<file path="src/rtl/apb_slave_regfile.sv">
// apb_slave_regfile: APB3 completer with a DEPTH-entry register file.
// Addresses at or above DEPTH complete with pslverr=1; writes to them are
// dropped and reads return zero.
// Optional feature macro: APB_WAIT_EN. When defined, each transfer inserts
// WAIT_CYCLES wait states in the access phase. When undefined there is no
// wait counter and pready rises in the first access cycle.
module apb_slave_regfile #(
    parameter int DATA_W      = 8,
    parameter int ADDR_W      = 8,
    parameter int DEPTH       = 8,
    parameter int WAIT_CYCLES = 0
) (
    input  logic              clk,
    input  logic              rst,
    input  logic              psel,
    input  logic              penable,
    input  logic              pwrite,
    input  logic [ADDR_W-1:0] paddr,
    input  logic [DATA_W-1:0] pwdata,
    output logic [DATA_W-1:0] prdata,
    output logic              pready,
    output logic              pslverr
);

    typedef enum logic {IDLE, ACCESS} state_t;

    state_t            state_reg, state_next;
    logic [ADDR_W-1:0] addr_reg;
    logic              write_reg;
    logic [DATA_W-1:0] wdata_reg;
    logic              err_reg;
    logic [DATA_W-1:0] prdata_reg;
    logic [DATA_W-1:0] reg_file [DEPTH];
    logic [DATA_W-1:0] rd_mux;
    logic              setup_hit;
    logic              addr_err;
    logic              commit;
    logic              wait_done;

    // Setup phase: selected without penable while idle. A psel+penable pair
    // seen in IDLE has no setup and is ignored.
    assign setup_hit = (state_reg == IDLE) && psel && !penable;

    // One extra bit so DEPTH == 2**ADDR_W compares correctly.
    assign addr_err = ({1'b0, paddr} >= (ADDR_W + 1)'(DEPTH));

    // A write lands only on the completing access edge of an in-range write.
    assign commit = (state_reg == ACCESS) && psel && penable && pready
                    && write_reg && !err_reg;

`ifdef APB_WAIT_EN
    localparam int CNT_W = (WAIT_CYCLES > 0) ? $clog2(WAIT_CYCLES + 1) : 1;

    logic [CNT_W-1:0] wait_cnt_reg;

    assign wait_done = (wait_cnt_reg == CNT_W'(WAIT_CYCLES));

    // Wait counter: cleared at setup, counts access cycles until it matches
    // WAIT_CYCLES; it stops there because pready ends the transfer.
    always_ff @(posedge clk) begin
        if (rst) begin
            wait_cnt_reg <= '0;
        end else if (setup_hit) begin
            wait_cnt_reg <= '0;
        end else if ((state_reg == ACCESS) && psel && !wait_done) begin
            wait_cnt_reg <= wait_cnt_reg + 1'b1;
        end
    end
`else
    assign wait_done = 1'b1;
`endif

    // State register.
    always_ff @(posedge clk) begin
        if (rst) begin
            state_reg <= IDLE;
        end else begin
            state_reg <= state_next;
        end
    end

    // Next state and handshake outputs; pready depends only on state and counter.
    always_comb begin
        state_next = state_reg;
        pready     = 1'b0;
        pslverr    = 1'b0;
        case (state_reg)
            IDLE: begin
                if (setup_hit) begin
                    state_next = ACCESS;
                end
            end
            ACCESS: begin
                pready  = wait_done;
                pslverr = wait_done & err_reg;
                if (!psel) begin
                    state_next = IDLE;
                end else if (penable && wait_done) begin
                    state_next = IDLE;
                end
            end
            default: state_next = IDLE;
        endcase
    end

    // Capture the request during the setup phase.
    always_ff @(posedge clk) begin
        if (rst) begin
            addr_reg  <= '0;
            write_reg <= 1'b0;
            wdata_reg <= '0;
            err_reg   <= 1'b0;
        end else if (setup_hit) begin
            addr_reg  <= paddr;
            write_reg <= pwrite;
            wdata_reg <= pwdata;
            err_reg   <= addr_err;
        end
    end

    // Read mux over the register file, indexed by the live setup address.
    always_comb begin
        rd_mux = '0;
        for (int i = 0; i < DEPTH; i++) begin
            if (paddr == ADDR_W'(i)) begin
                rd_mux = reg_file[i];
            end
        end
    end

    // Read data is loaded at setup of a read and otherwise holds.
    always_ff @(posedge clk) begin
        if (rst) begin
            prdata_reg <= '0;
        end else if (setup_hit && !pwrite) begin
            prdata_reg <= addr_err ? '0 : rd_mux;
        end
    end

    assign prdata = prdata_reg;

    // One storage word per index, each written only on its own commit.
    for (genvar gi = 0; gi < DEPTH; gi++) begin : g_reg
        logic [DATA_W-1:0] q_reg;

        // Register word gi.
        always_ff @(posedge clk) begin
            if (rst) begin
                q_reg <= '0;
            end else if (commit && (addr_reg == ADDR_W'(gi))) begin
                q_reg <= wdata_reg;
            end
        end

        assign reg_file[gi] = q_reg;
    end

endmodule

</file>
<file path="config.mk">
export PLATFORM = sky130hd
export DESIGN_NAME = apb_slave_regfile
export DESIGN_NICKNAME = d
export VERILOG_FILES = /design/src/rtl/apb_slave_regfile.sv
export SDC_FILE = /design/constraint.sdc
export NUM_CORES = 1
export LEC_CHECK = 0
export ABC_AREA = 1
export CORE_ASPECT_RATIO = 1.2
export CORE_MARGIN = 2
export CORE_UTILIZATION = 40
export DETAILED_ROUTE_END_ITERATION = 7
export DONT_BUFFER_PORTS = 1
export GPL_TIMING_DRIVEN = 0
export HOLD_SLACK_MARGIN = 0.12
export SLEW_MARGIN = 15
export SYNTH_ARGS = -nofsm -noshare
export SYNTH_HDL_FRONTEND = slang
export SYNTH_SLANG_ARGS = --single-unit
</file>
<file path="constraint.sdc">
create_clock -name clk -period 1.83 [get_ports clk]
set_clock_uncertainty 0.1 [all_clocks]
set_input_delay 0.2745 -clock clk [delete_from_list [all_inputs] [get_ports clk]]
set_output_delay 0.2745 -clock clk [all_outputs]
set_load 0.01 [all_outputs]
</file>
==> results of run 1 <==
-- cells by family after synthesis --
| kind of cell | count (synthesis) |
|---|---|
| buffers and inverters | 53 |
| AO/OA/AOI/OAI | 100 |
| flip-flops | 91 |
| AND/OR/NAND/NOR | 306 |
-- stage by stage --
| stage | power [mW] | TNS, ps | setup slack [ps] | utilization (%) |
|---|---|---|---|---|
| 5_1_grt | 4.448 | -6.564 | -6.564 | 48.51 |
| 4_1_cts | 4.331 | 0 | 40.44 | 48.24 |
| 6_report | 4.312 | 0 | 82.72 | 48.51 |
| 3_3_place_gp | 2.293 | 0 | 120.7 | 42.70 |
| 2_1_floorplan | 2.232 | 0 | 429.9 | - |
| 3_5_place_dp | 2.297 | 0 | 108.2 | 42.70 |
-- synth_stat cells --
cell	n
nand2_1	59
clkbuf_1	11
o21ai_0	73
a21oi_1	17
nor2_2	3
nor3_1	4
o21bai_1	1
a211oi_1	1
nor2_4	2
nor2_8	1
nor3_4	1
o21a_1	1
nand4_1	7
nor2_1	181
buf_2	1
nand4_4	1
inv_1	28
or2_4	1
nand3_2	1
nor3_2	1
nand2_4	1
dfxtp_1	91
clkinv_4	1
nand3_1	27
nand2_2	9
nand3b_1	1
o21ai_1	7
inv_2	6
nor4_1	2
clkinv_2	5
inv_4	1
nor4_2	4
-- tightest hold or removal path, cell delays in order --
cell     delay, ps
a21oi_1        140
nand2_1        100
nand2_1         40
-- metal layers --
layer	vias up	part of all wire, %
met2	69	48
met4	0	1.8
li1	1850	-
met3	12	3.8
met5	-	0
met1	1606	47
-- cell type report --
type	instances	area [um2]	share of cell area, %
Clock buffer	10	239.0	5.178
Sequential cell	91	1823	39.50
Timing Repair Buffer	20	200.2	4.337
Clock inverter	6	88.84	1.925
Buffer	12	46.29	1.003
Tap cell	123	153.9	3.334
Multi-Input combinational cell	406	1897	41.10
Inverter	41	167.7	3.632
-- power breakdown --
group          internal (mW)  switching [mW]
Sequential              2.01          0.0549
Clock                   1.23           0.784
Combinational         0.0883           0.142
Total                   3.33           0.982
-- timing repair --
action / in CTS / in global routing
setup buffers: 0 / 0
endpoints found under the setup margin: 0 / 8
resized for setup: 0 / 7
hold endpoints to repair: 18 / 0
hold buffers: 20 / 0
-- cells in the final DEF, fill, tap and decap left out, types with 2 or more instances in the layout --
cell type / synthesis / routed
bufinv_16: 0 / 2
inv_2: 6 / 6
clkbuf_1: 11 / 11
a21oi_1: 17 / 17
nor3_1: 4 / 4
dlygate4sd3_1: 0 / 20
o21ai_0: 73 / 73
clkinv_2: 5 / 6
inv_1: 28 / 28
dfxtp_1: 91 / 90
nand3_1: 27 / 27
nor2_4: 2 / 4
nor2_2: 3 / 3
clkbuf_16: 0 / 9
nor3_4: 1 / 2
nand4_1: 7 / 7
clkinvlp_4: 0 / 2
nand2_1: 59 / 58
nor4_1: 2 / 2
nor2_1: 181 / 179
nand2_2: 9 / 10
o21ai_1: 7 / 7
nor4_2: 4 / 4
clkinv_4: 1 / 2
-- path summary, 6_finish.rpt --
path,from,endpoint,slack [ps],cells past startpoint
setup / recovery,paddr[2],prdata[4],80,10
hold / removal,rst,prdata[1],150,3
setup reg to reg,state_reg,err_reg,100,4
hold reg to reg,write_reg,write_reg,380,1
==> flow_summary.toml, run 1 <==
[synthesis]
ys_seq_area_share_pct = 46.61
synth_cell_types = 32
syn_inst = 550
synth_compound_area_share_pct = 13.00
synth_fa_ha_area_share_pct = 0
synthMuxAreaShare_pct = 0
avgSynthCellArea_um2 = 7.107
syn_nets = 571
synthSimpleGateAreaFrac_pct = 34.92
yosysWarnings = 0
synthXorXnorAreaFrac_pct = 0
synth.top_cell.area_share_pct = 46.61
yosysTopAreaCell = "dfxtp_1"
synth_top_family_by_area = "simple AND/OR/NAND/NOR gates"
synth_area_leaders = "dfxtp_1, nor2_1, o21ai_0"
syn_area_mm2 = 0.003909
ys_ff_latch = 91

[finish]
drive_gt1_share_pct = 10.07
final_cells = 709
largest_reg_flops = 64
nets = 602
diodes = 0
area_growth_pct = 18.09
fillCellCount = 964
design_area_mm2 = 0.004616

[outcome]
status = "completed"

[global_routing]
grt_max_degree = 16
antenna_found_initial = 0
top_usage_layer = "met2"
use_met3_pct = 4.497
met2_usage_pct = 34.24
grt_pass1_vias = 3331
grt_pass1_wl_um = 16680
grt_usage_pct = 20.68
grt_use_met1_pct = 26.50
overflow = 0

[worst_setup_path]
crit_slowest_cell = "dlygate4sd3_1"
cpLargestDelayFamily = "simple AND/OR/NAND/NOR gates"
path_buf_inv = 2
start_kind = "input port"
path_cells = "dlygate4sd3_1 > inv_1 > nand2_1 > nor2_1 > nand2_2 > nor2_1 > nor2_1 > nand4_1 > nand2_1 > nand2_1"
required_ps = 1980
cp_max_fo = 7
slowest_delay_ps = 520
worstPathArrival_ps = 1890
end_kind = "flop"
criticalPathCategory = "input port to flop"

[timing]
timing.slew.headroom_pct = 45.83
clock.fmax_mhz = 572.3
period_share_pct = 95.48
fin_hold_ws_ps = 152.7
tightest_slew_ps = 812.6
min_period_ps = 1747
finalSetupViolations = 0
hold_viol_final = 0
slew_violations = 0

[power]
vdd_drop_max_mv = 0.6871
powerDensity_mw_per_mm2 = 934.1
leakage_nw = 1.836

[clock_tree]
clk_latency_ps = 350
cts_tree = "done"
cts_made_buffers = 9
clock-root-buffer = "clkbuf_16"
clk_transition_reported_paths_ps = 60
h-tree-depth = 3
cts_buffer_depth = 2
cts_sinks = 91

[placed_design]
port_buffers = 0
gp_congestion = 0.8190
place_area_mm2 = 0.004063
dpl.cell_count = 673
hpwl_um = 7316

[floorplanning]
rows = 39
die_width_um = 94.24
start_util_pct = 41.08
die_area_mm2 = 0.01058
core-area_mm2 = 0.009515
ios = 31
die_h_um = 112.3

[worst_hold_path]
hp-class = "input port to flop"

[drt]
drt_iter0_drc = 172
avgRoutedWirePerCell_um = 14.48
wl_um = 10260
drcViolationCount = 0
vias_per_cell = 4.989
ant_nets = 0
firstDrtPassIters = 5
num_vias = 3537

[job]
drv_cap = 0
Power figures use the tool's default switching activity.
==> inputs of run 2 (changes only) <==
--- a/config.mk
+++ b/config.mk
@@ -6,13 +6,14 @@
 export NUM_CORES = 1
 export LEC_CHECK = 0
 export ABC_AREA = 1
+export CAP_MARGIN = 20
 export CORE_ASPECT_RATIO = 1.2
 export CORE_MARGIN = 2
 export CORE_UTILIZATION = 40
 export DETAILED_ROUTE_END_ITERATION = 7
 export DONT_BUFFER_PORTS = 1
-export GPL_TIMING_DRIVEN = 0
 export HOLD_SLACK_MARGIN = 0.12
+export SETUP_SLACK_MARGIN = 0.4
 export SLEW_MARGIN = 15
 export SYNTH_ARGS = -nofsm -noshare
 export SYNTH_HDL_FRONTEND = slang
==> flow_summary.toml, run 2 (synthesis results as in run 1) <==
[clock_tree]
holdBufCountCts = 17
cts_made_buffers = 9
h-tree-depth = 3
cts_buffer_depth = 2
clk_latency_ps = 340
cts_sinks = 91
clk_transition_reported_paths_ps = 60
clock-root-buffer = "clkbuf_16"
cts_tree = "done"

[outcome]
status = "finished with violations"
failed_checks = "negative hold slack"

[worst_setup_path]
crit_slowest_cell = "dfxtp_1"
path_cells = "inv_2 > nand4_4 > buf_4 > nor3_4 > buf_6 > nand2_4 > o21ai_0 > nor2_1"
end_kind = "flop"
r2r-end = "g_reg[6].q_reg[6]"
required_ps = 1960
cp-startpoint = "addr_reg[7]"
cp_max_fo = 8
start_kind = "flop"
critPathCapture = "g_reg[6].q_reg[6]"
regToRegSetupSlack_ps = 190
rr_startpoint = "addr_reg[7]"
slowest_delay_ps = 310
worstPathArrival_ps = 1770
reg2regPathDepth = 8
criticalPathCategory = "flop to flop"

[finish]
nets = 609
drive_gt1_share_pct = 17.29
largest_reg_flops = 64
diodes = 0
mostFrequentLayoutCells = "nor2_1, dfxtp_1, nand2_1"
utilization_pct = 50.86
area_growth_pct = 23.82
layout_commonest_cell = "nor2_1"

[floorplanning]
start_util_pct = 41.08
die_area_mm2 = 0.01058
die_width_um = 94.24
rows = 39
die_h_um = 112.3
ios = 31
core-area_mm2 = 0.009515

[timing]
fin_hold_ws_ps = -98.41
hold_viol_final = 1
timing.slew.headroom_pct = 66.12
tightest_slew_ps = 507.6
fin_tns_setup_ps = 0
rsz0062_at_grt = "true"
min_period_ps = 1640
clock.fmax_mhz = 609.9
slew_violations = 0
finalSetupViolations = 0
period_share_pct = 89.60

[placed_design]
hpwl_um = 7005
gp_congestion = 0.8962
port_buffers = 0

[drt]
firstDrtPassIters = 5
drcViolationCount = 0
drt_iter0_drc = 228
num_vias = 3622
wl_um = 10730
ant_nets = 0
avgRoutedWirePerCell_um = 15.05
vias_per_cell = 5.080

[global_routing]
grt_pass1_wl_um = 16510
grt_pass1_vias = 3277
grt_usage_pct = 20.48
grt_max_degree = 49
antenna_found_initial = 0
overflow = 0

[power]
clkPwrFrac_pct = 42.7
vdd_drop_max_mv = 0.6633
combPwrFrac_pct = 6.8
leakage_nw = 1.986
swShare_pct = 23.25
internal_power_mw = 3.152
powerDensity_mw_per_mm2 = 848.7
p_sw_uw = 955.0
pwr-share-seq_pct = 50.5

[job]
drv_cap = 0

[worst_hold_path]
hp-class = "input port to flop"
run 2: cell types whose count changed in the layout (fill, tap and decap cells not counted), moves of 5 or more:
| cell | change |
|---|---|
| buf_4 | +14 |
| clkbuf_1 | -11 |
| inv_1 | -5 |
| nand2_4 | +5 |
| nor2_1 | -5 |
| nor2_2 | +7 |
| o21ai_0 | -24 |
| o21ai_1 | +20 |
run 2: worst min-delay path by stage:
stage	start	endpoint	cells past startpoint
after floorplan	rst	state_reg	1
after global placement	rst	state_reg	1
after detailed placement	rst	err_reg	1
after CTS	penable	state_reg	1
after global routing	penable	state_reg	1
final	penable	state_reg	1
run 2: power by group through the flow:
stage / Sequential [mW] / Clock, mW / Combinational [mW]
2_1_floorplan: 2.08 / 0 / 0.154
5_1_grt: 2.07 / 1.88 / 0.309
3_3_place_gp: 2.11 / 0 / 0.183
3_5_place_dp: 2.11 / 0 / 0.185
4_1_cts: 2.07 / 1.79 / 0.232
6_report: 2.07 / 1.75 / 0.280
run 2: final cells by class:
type	count	area (um2)
fillers	943	4676
multi-input cells	409	2051
flip-flops and latches	91	1831
repair buffers	36	340.3
clock buffers	9	225.2
inverters	41	193.9
well taps	123	153.9
clock inverters	4	45.04
run 2: worst max-delay path: cells and delay by family, from the launching register on:
family          cells  cell delay, ps
flops               1             310
compound gates      1             130
buf+inv             3             440
simple gates        4             550
run 2: what timing repair did:
action,4_1_cts,5_1_grt
setup endpoints to repair,73,75
pin swaps,9,11
buffers inserted,2,13
hold endpoints to repair,27,2
gates cloned,1,2
gates resized for setup,26,62
run 2: metrics by stage:
stage | hold slack (ps) | cells | worst slack (ps) | cell area, um2 | power, mW
detailed placement | 256.3 | 665 | 233.3 | 4046 | 2.292
global placement | 257.4 | 665 | 261.9 | 4046 | 2.289
floorplan | 251.3 | 550 | 429.9 | 3909 | 2.232
CTS | -106.7 | 698 | 328.5 | 4581 | 4.088
finish | -98.41 | 713 | 190.4 | 4840 | 4.107
global route | -101.7 | 713 | 135.9 | 4840 | 4.258
run 2: routing by layer:
metal  wire length (um)  up-vias  GRT usage [%]
li1                   -     1868              -
met1               4561     1629          25.19
met2               5331       99          33.48
met3                477       26          4.698
met4                362        0          10.14
met5                  0        -              0
